### src/rtl/reg_bank_ext.sv
// -----------------------------------------------------------------------------
// reg_bank_ext
//
// A bank of NREG registers, each WIDTH bits wide, with a small single-operand
// ALU in front of the write port. One register (sel) can be updated per clock
// according to fun_sel. A shared zero/carry flag pair reports the status of
// the last operation that actually executed. Two independent combinational
// read ports expose any register, and out-of-range indices read as zero.
//
// Parameters
//   WIDTH  data width of every register (2..32)
//   NREG   number of registers (2..16)
//   SAT    0 = increment/decrement wrap, 1 = increment/decrement saturate
//   SW     select width, $clog2(NREG)
//
// Ports
//   clk      rising-edge clock
//   rst      synchronous active-high reset: registers -> 0, zero -> 1, carry -> 0
//   en       operation enable
//   sel      index of the register written by the operation
//   fun_sel  operation code (hold, clear, load, inc, dec, shl, shr, rol)
//   data_in  load value
//   rsel_a   read port A register index
//   rsel_b   read port B register index
//   out_a    read port A data (combinational)
//   out_b    read port B data (combinational)
//   zero     1 when the last executed operation produced 0
//   carry    carry/borrow/shifted-out bit of the last executed operation
// -----------------------------------------------------------------------------
module reg_bank_ext #(
    parameter int WIDTH = 8,
    parameter int NREG  = 4,
    parameter int SAT   = 0,
    parameter int SW    = $clog2(NREG)
) (
    input  logic             clk,
    input  logic             rst,
    input  logic             en,
    input  logic [SW-1:0]    sel,
    input  logic [2:0]       fun_sel,
    input  logic [WIDTH-1:0] data_in,
    input  logic [SW-1:0]    rsel_a,
    input  logic [SW-1:0]    rsel_b,
    output logic [WIDTH-1:0] out_a,
    output logic [WIDTH-1:0] out_b,
    output logic             zero,
    output logic             carry
);

    // -------------------------------------------------------------------------
    // Operation codes
    // -------------------------------------------------------------------------
    localparam logic [2:0] OP_HOLD  = 3'b000;
    localparam logic [2:0] OP_CLEAR = 3'b001;
    localparam logic [2:0] OP_LOAD  = 3'b010;
    localparam logic [2:0] OP_INC   = 3'b011;
    localparam logic [2:0] OP_DEC   = 3'b100;
    localparam logic [2:0] OP_SHL   = 3'b101;
    localparam logic [2:0] OP_SHR   = 3'b110;
    localparam logic [2:0] OP_ROL   = 3'b111;

    localparam logic [WIDTH-1:0] ONE      = WIDTH'(1);
    localparam logic [WIDTH-1:0] ALL_ONES = '1;

    // -------------------------------------------------------------------------
    // State
    // -------------------------------------------------------------------------
    logic [WIDTH-1:0] reg_q [NREG];
    logic [WIDTH-1:0] reg_d [NREG];
    logic             zero_q;
    logic             zero_d;
    logic             carry_q;
    logic             carry_d;

    // -------------------------------------------------------------------------
    // Execute qualification
    // -------------------------------------------------------------------------
    // sel is SW bits wide, so when NREG is not a power of two it can name a
    // register that does not exist; such requests are silently dropped.
    logic sel_in_range;
    logic exec;

    assign sel_in_range = (32'(sel) < 32'(NREG));
    assign exec         = en && (fun_sel != OP_HOLD) && sel_in_range;

    // One-hot write enable, one bit per physical register.
    logic [NREG-1:0] wr_en;

    genvar gi;
    generate
        for (gi = 0; gi < NREG; gi++) begin : g_wr_en
            assign wr_en[gi] = exec && (sel == SW'(gi));
        end
    endgenerate

    // -------------------------------------------------------------------------
    // Operand fetch
    // -------------------------------------------------------------------------
    // Mux built as a loop over existing registers so an out-of-range sel never
    // indexes past the end of the array; it simply yields zero (and exec is
    // low in that case anyway).
    logic [WIDTH-1:0] cur_val;

    always_comb begin
        cur_val = '0;
        for (int i = 0; i < NREG; i++) begin
            if (sel == SW'(i)) begin
                cur_val = reg_q[i];
            end
        end
    end

    // -------------------------------------------------------------------------
    // ALU
    // -------------------------------------------------------------------------
    logic [WIDTH-1:0] res_val;
    logic             res_carry;
    logic             cur_all_ones;
    logic             cur_is_zero;

    assign cur_all_ones = (cur_val == ALL_ONES);
    assign cur_is_zero  = (cur_val == '0);

    always_comb begin
        res_val   = cur_val;
        res_carry = 1'b0;
        case (fun_sel)
            OP_CLEAR: begin
                res_val   = '0;
                res_carry = 1'b0;
            end
            OP_LOAD: begin
                res_val   = data_in;
                res_carry = 1'b0;
            end
            OP_INC: begin
                // Carry flags the overflow condition in both modes; in
                // saturating mode the value is pinned at all ones instead of
                // wrapping to zero.
                res_carry = cur_all_ones;
                if ((SAT != 0) && cur_all_ones) begin
                    res_val = cur_val;
                end else begin
                    res_val = cur_val + ONE;
                end
            end
            OP_DEC: begin
                // Carry doubles as borrow here.
                res_carry = cur_is_zero;
                if ((SAT != 0) && cur_is_zero) begin
                    res_val = '0;
                end else begin
                    res_val = cur_val - ONE;
                end
            end
            OP_SHL: begin
                res_val   = {cur_val[WIDTH-2:0], 1'b0};
                res_carry = cur_val[WIDTH-1];
            end
            OP_SHR: begin
                res_val   = {1'b0, cur_val[WIDTH-1:1]};
                res_carry = cur_val[0];
            end
            OP_ROL: begin
                res_val   = {cur_val[WIDTH-2:0], cur_val[WIDTH-1]};
                res_carry = cur_val[WIDTH-1];
            end
            default: begin
                // OP_HOLD: never executes, values irrelevant.
                res_val   = cur_val;
                res_carry = 1'b0;
            end
        endcase
    end

    // -------------------------------------------------------------------------
    // Next-state
    // -------------------------------------------------------------------------
    always_comb begin
        for (int i = 0; i < NREG; i++) begin
            reg_d[i] = wr_en[i] ? res_val : reg_q[i];
        end
    end

    // Flags only move on an executed operation; idle cycles keep the status
    // of whatever last ran.
    assign zero_d  = exec ? (res_val == '0) : zero_q;
    assign carry_d = exec ? res_carry       : carry_q;

    // -------------------------------------------------------------------------
    // Registers (reset wins over any operation on the same edge)
    // -------------------------------------------------------------------------
    always_ff @(posedge clk) begin
        if (rst) begin
            for (int i = 0; i < NREG; i++) begin
                reg_q[i] <= '0;
            end
            zero_q  <= 1'b1;
            carry_q <= 1'b0;
        end else begin
            for (int i = 0; i < NREG; i++) begin
                reg_q[i] <= reg_d[i];
            end
            zero_q  <= zero_d;
            carry_q <= carry_d;
        end
    end

    // -------------------------------------------------------------------------
    // Read ports
    // -------------------------------------------------------------------------
    // Purely combinational from the registered state, so a register being
    // written shows its old value until the edge. Indices past NREG-1 read 0.
    always_comb begin
        out_a = '0;
        out_b = '0;
        for (int i = 0; i < NREG; i++) begin
            if (rsel_a == SW'(i)) begin
                out_a = reg_q[i];
            end
            if (rsel_b == SW'(i)) begin
                out_b = reg_q[i];
            end
        end
    end

    assign zero  = zero_q;
    assign carry = carry_q;

endmodule
### config.mk
export PLATFORM = sky130hd
export DESIGN_NAME = reg_bank_ext
export DESIGN_NICKNAME = d
export VERILOG_FILES = /design/src/rtl/reg_bank_ext.sv
export SDC_FILE = /design/constraint.sdc
export NUM_CORES = 1
export LEC_CHECK = 0
export BUFFER_PORTS_ARGS = -buffer_cell sky130_fd_sc_hd__buf_2
export CORE_MARGIN = 4
export CORE_UTILIZATION = 50
export DETAILED_ROUTE_END_ITERATION = 8
export PLACE_DENSITY = 0.71
export SLEW_MARGIN = 0
export SYNTH_ARGS = -nofsm -noshare
export SYNTH_HDL_FRONTEND = slang
export SYNTH_SLANG_ARGS = --single-unit
### constraint.sdc
create_clock -name clk -period 3.97 [get_ports clk]
set_input_delay 0.1985 -clock clk [delete_from_list [all_inputs] [get_ports clk]]
set_output_delay 0.1985 -clock clk [all_outputs]
set_load 0.02 [all_outputs]
==> impl_metrics.py <==
metrics = {
    "logic_synthesis": {
        "netlist_area_um2": 2590,
        "yosysWarnings": 0,
        "syn_nets": 307,
        "syn_avg_cell_area_um2": 9.26,
        "yosys_register_bits": 34,
        "synth_flop_cell": "dfxtp_1",
        "synth_sequential_area_ratio": 0.262,
        "syn-instance-count": 280,
        "synth_async_sr_flop_share": 0,
        "synth.distinct_cells": 53,
        "synth-edff-count": 0,
    },
    "critical_path": {
        "reg2regPathDepth": 9,
        "path_class": "in -> reg",
        "rr_startpoint": "reg_q[0][25]",
        "timing.rr.end": "zero",
        "critPathCaptureType": "flop",
        "cp-start-kind": "input port",
        "crit_arrival_ps": 3310,
        "critPathLaunch": "fun_sel[2]",
        "path_max_fanout": 17,
        "reg2reg_slack_ps": 970,
        "worstPathRequired_ps": 4160,
    },
    "hold_path": {
        "hold_start": "en",
        "worstHoldEndpoint": "carry",
        "hold_path_class": "in -> reg",
        "holdPathStages": 3,
    },
    "pwr": {
        "p_leak_nw": 1.11,
        "max-vdd-ir-drop_mv": 0.248,
        "clock_power_share": 0.354,
        "seqPwrFrac": 0.432,
        "p_sw_frac": 0.288,
        "p_per_area_nw_per_um2": 290,
        "p_comb_frac": 0.214,
        "internal-power_mw": 0.598,
        "switching_power_mw": 0.241,
    },
    "global_routing": {
        "grt_max_degree": 35,
        "grt.total_usage": 0.227,
        "grt_pass1_wl_mm": 11.4,
        "antenna_found_initial": 0,
        "grt_pass1_vias": 2234,
        "gr-total-overflow": 0,
    },
    "clock_network": {
        "numCtsBuffers": 5,
        "post_cts_resized": 0,
        "postCtsSetupBuffers": 0,
        "clock_latency_ps": 290,
        "clk_path_buf_depth": 2,
        "cts_tree": "yes",
        "cts_max_level": 2,
        "clkSinkCount": 34,
        "cts-root-buf": "clkbuf_8",
        "ctsHoldBuffers": 0,
        "cts.clk_slew.worst_paths_ps": 70,
    },
    "outcome": {
        "status": "finished, final reports clean",
    },
    "placement": {
        "placed_cells": 366,
        "gp_congestion": 0.883,
        "hpwlAfterDp_mm": 5.06,
        "port_buffers": 37,
    },
    "timing": {
        "final.setup.tns_ps": 0,
        "drv_slew": 0,
        "clock_skew_ps": 2.99,
        "hold_violations": 0,
        "rsz0062_at_grt": "false",
        "setup_viol": 0,
        "worst_slew_pin_slew_ps": 1020,
        "finalCriticalPeriod_ps": 3130,
        "fin_crit_sh": 0.787,
        "relSlewSlack": 0.320,
        "fmax_mhz": 320,
    },
    "routing": {
        "routedWlPerCell_um": 18.2,
        "drc_errors": 0,
        "antenna_left": 0,
        "drt_wl_total_mm": 6.80,
        "dr.pass1.iters": 6,
        "vias": 2336,
        "drt_iter0_drc": 279,
        "vias_per_cell": 6.25,
    },
    "cells_and_area": {
        "synthToLayoutAreaGrowth_pct": 11.4,
        "antennaDiodeCount": 0,
        "fin_nets": 333,
        "final_common_cell": "nor2_1",
        "drive_gt1_frac": 0.254,
        "final_cell_mix": "nor2_1, buf_2, dfxtp_1, nand2_1, mux2i_1",
        "fin_cells": 374,
    },
    "run": {
        "cap_violations": 0,
    },
    "floorplanning": {
        "die_x_um": 80.0,
        "pin_count": 38,
        "rows": 25,
        "coreArea_um2": 4880,
        "start_util": 0.532,
        "die_h_um": 80.0,
        "die_area_um2": 6400,
    },
}
cells by family after synthesis:
kind of cell | count (synthesis) | synth area share
muxes | 48 | 0.298
DFF | 34 | 0.262
adders and majority gates | 7 | 0.0367
and+or+nand+nor | 104 | 0.191
xor gates and xnor gates | 3 | 0.0101
buffers and inverters | 26 | 0.0463
AOI/OAI and AO/OA | 58 | 0.155
cell usage after synthesis, types with 3 or more instances:
master | count | share of area
nor2_1 | 39 | 0.056
dfxtp_1 | 34 | 0.26
nand2_1 | 26 | 0.038
mux2i_1 | 24 | 0.093
mux4_2 | 22 | 0.19
clkbuf_1 | 11 | 0.016
o21ai_0 | 11 | 0.021
a211oi_1 | 10 | 0.029
a21oi_1 | 9 | 0.017
nand3_1 | 8 | 0.015
buf_2 | 6 | 0.012
ha_1 | 6 | 0.029
inv_1 | 6 | 0.0087
nand2b_1 | 4 | 0.0096
o22ai_1 | 4 | 0.0096
and3_1 | 3 | 0.0072
nand4_1 | 3 | 0.0072
nor2b_1 | 3 | 0.0072
nor3_1 | 3 | 0.0058
nor4_1 | 3 | 0.0072
o211ai_1 | 3 | 0.0087
o21bai_1 | 3 | 0.0087
sequential cells by signal (all words and copies together), names as in the netlist:
register,count
carry,1
zero,1
reg_q,32
layout make-up:
cell class | count | area (um^2)
clock buffer | 8 | 110
fill | 433 | 1990
inverter | 6 | 22.5
multi-input combinational | 220 | 1790
sequential | 34 | 681
tap | 67 | 83.8
timing repair buffer | 39 | 200
worst max path at each step:
stage	end	slack, ps	depth (start not counted)
after floorplan	zero	1250	11
after global placement	zero	730	12
after detailed placement	zero	630	12
after CTS	zero	930	12
after global routing	zero	580	12
final	zero	840	12
stage by stage:
step	power [mW]	hold slack, ps	utilization	area, um^2	setup slack [ps]
finish	0.839	248	0.592	2890	845
global route	0.878	292	0.592	2890	576
CTS	0.843	250	0.592	2890	929
detailed placement	0.547	453	0.570	2780	632
global placement	0.545	445	0.570	2780	728
floorplan	0.502	377	-	2590	1250
critical path, stage by stage:
cell and delay [ps]:
buf_2 230, nor2b_1 460, nand2_1 240, inv_1 310, ha_1 320, a211oi_1 410, o21bai_1 140, a21oi_1 180
nand3_1 90, a31oi_1 400, nor2_1 100, a31o_1 230
layer usage:
metal | vias up | track usage | share of wire
met5 | - | 0 | 0
met4 | 0 | 0.0541 | 0.013
met3 | 12 | 0.0463 | 0.063
met2 | 98 | 0.366 | 0.49
met1 | 1114 | 0.313 | 0.43
li1 | 1112 | - | -
power groups by stage:
| stage | combinational, mW | sequential (mW) | clock (mW) |
|---|---|---|---|
| after detailed placement | 0.177 | 0.370 | 0 |
| after CTS | 0.178 | 0.362 | 0.303 |
| after global placement | 0.176 | 0.369 | 0 |
| final | 0.180 | 0.362 | 0.297 |
| after floorplan | 0.135 | 0.367 | 0 |
| after global routing | 0.195 | 0.363 | 0.320 |
(Power assumes the default switching activity.)
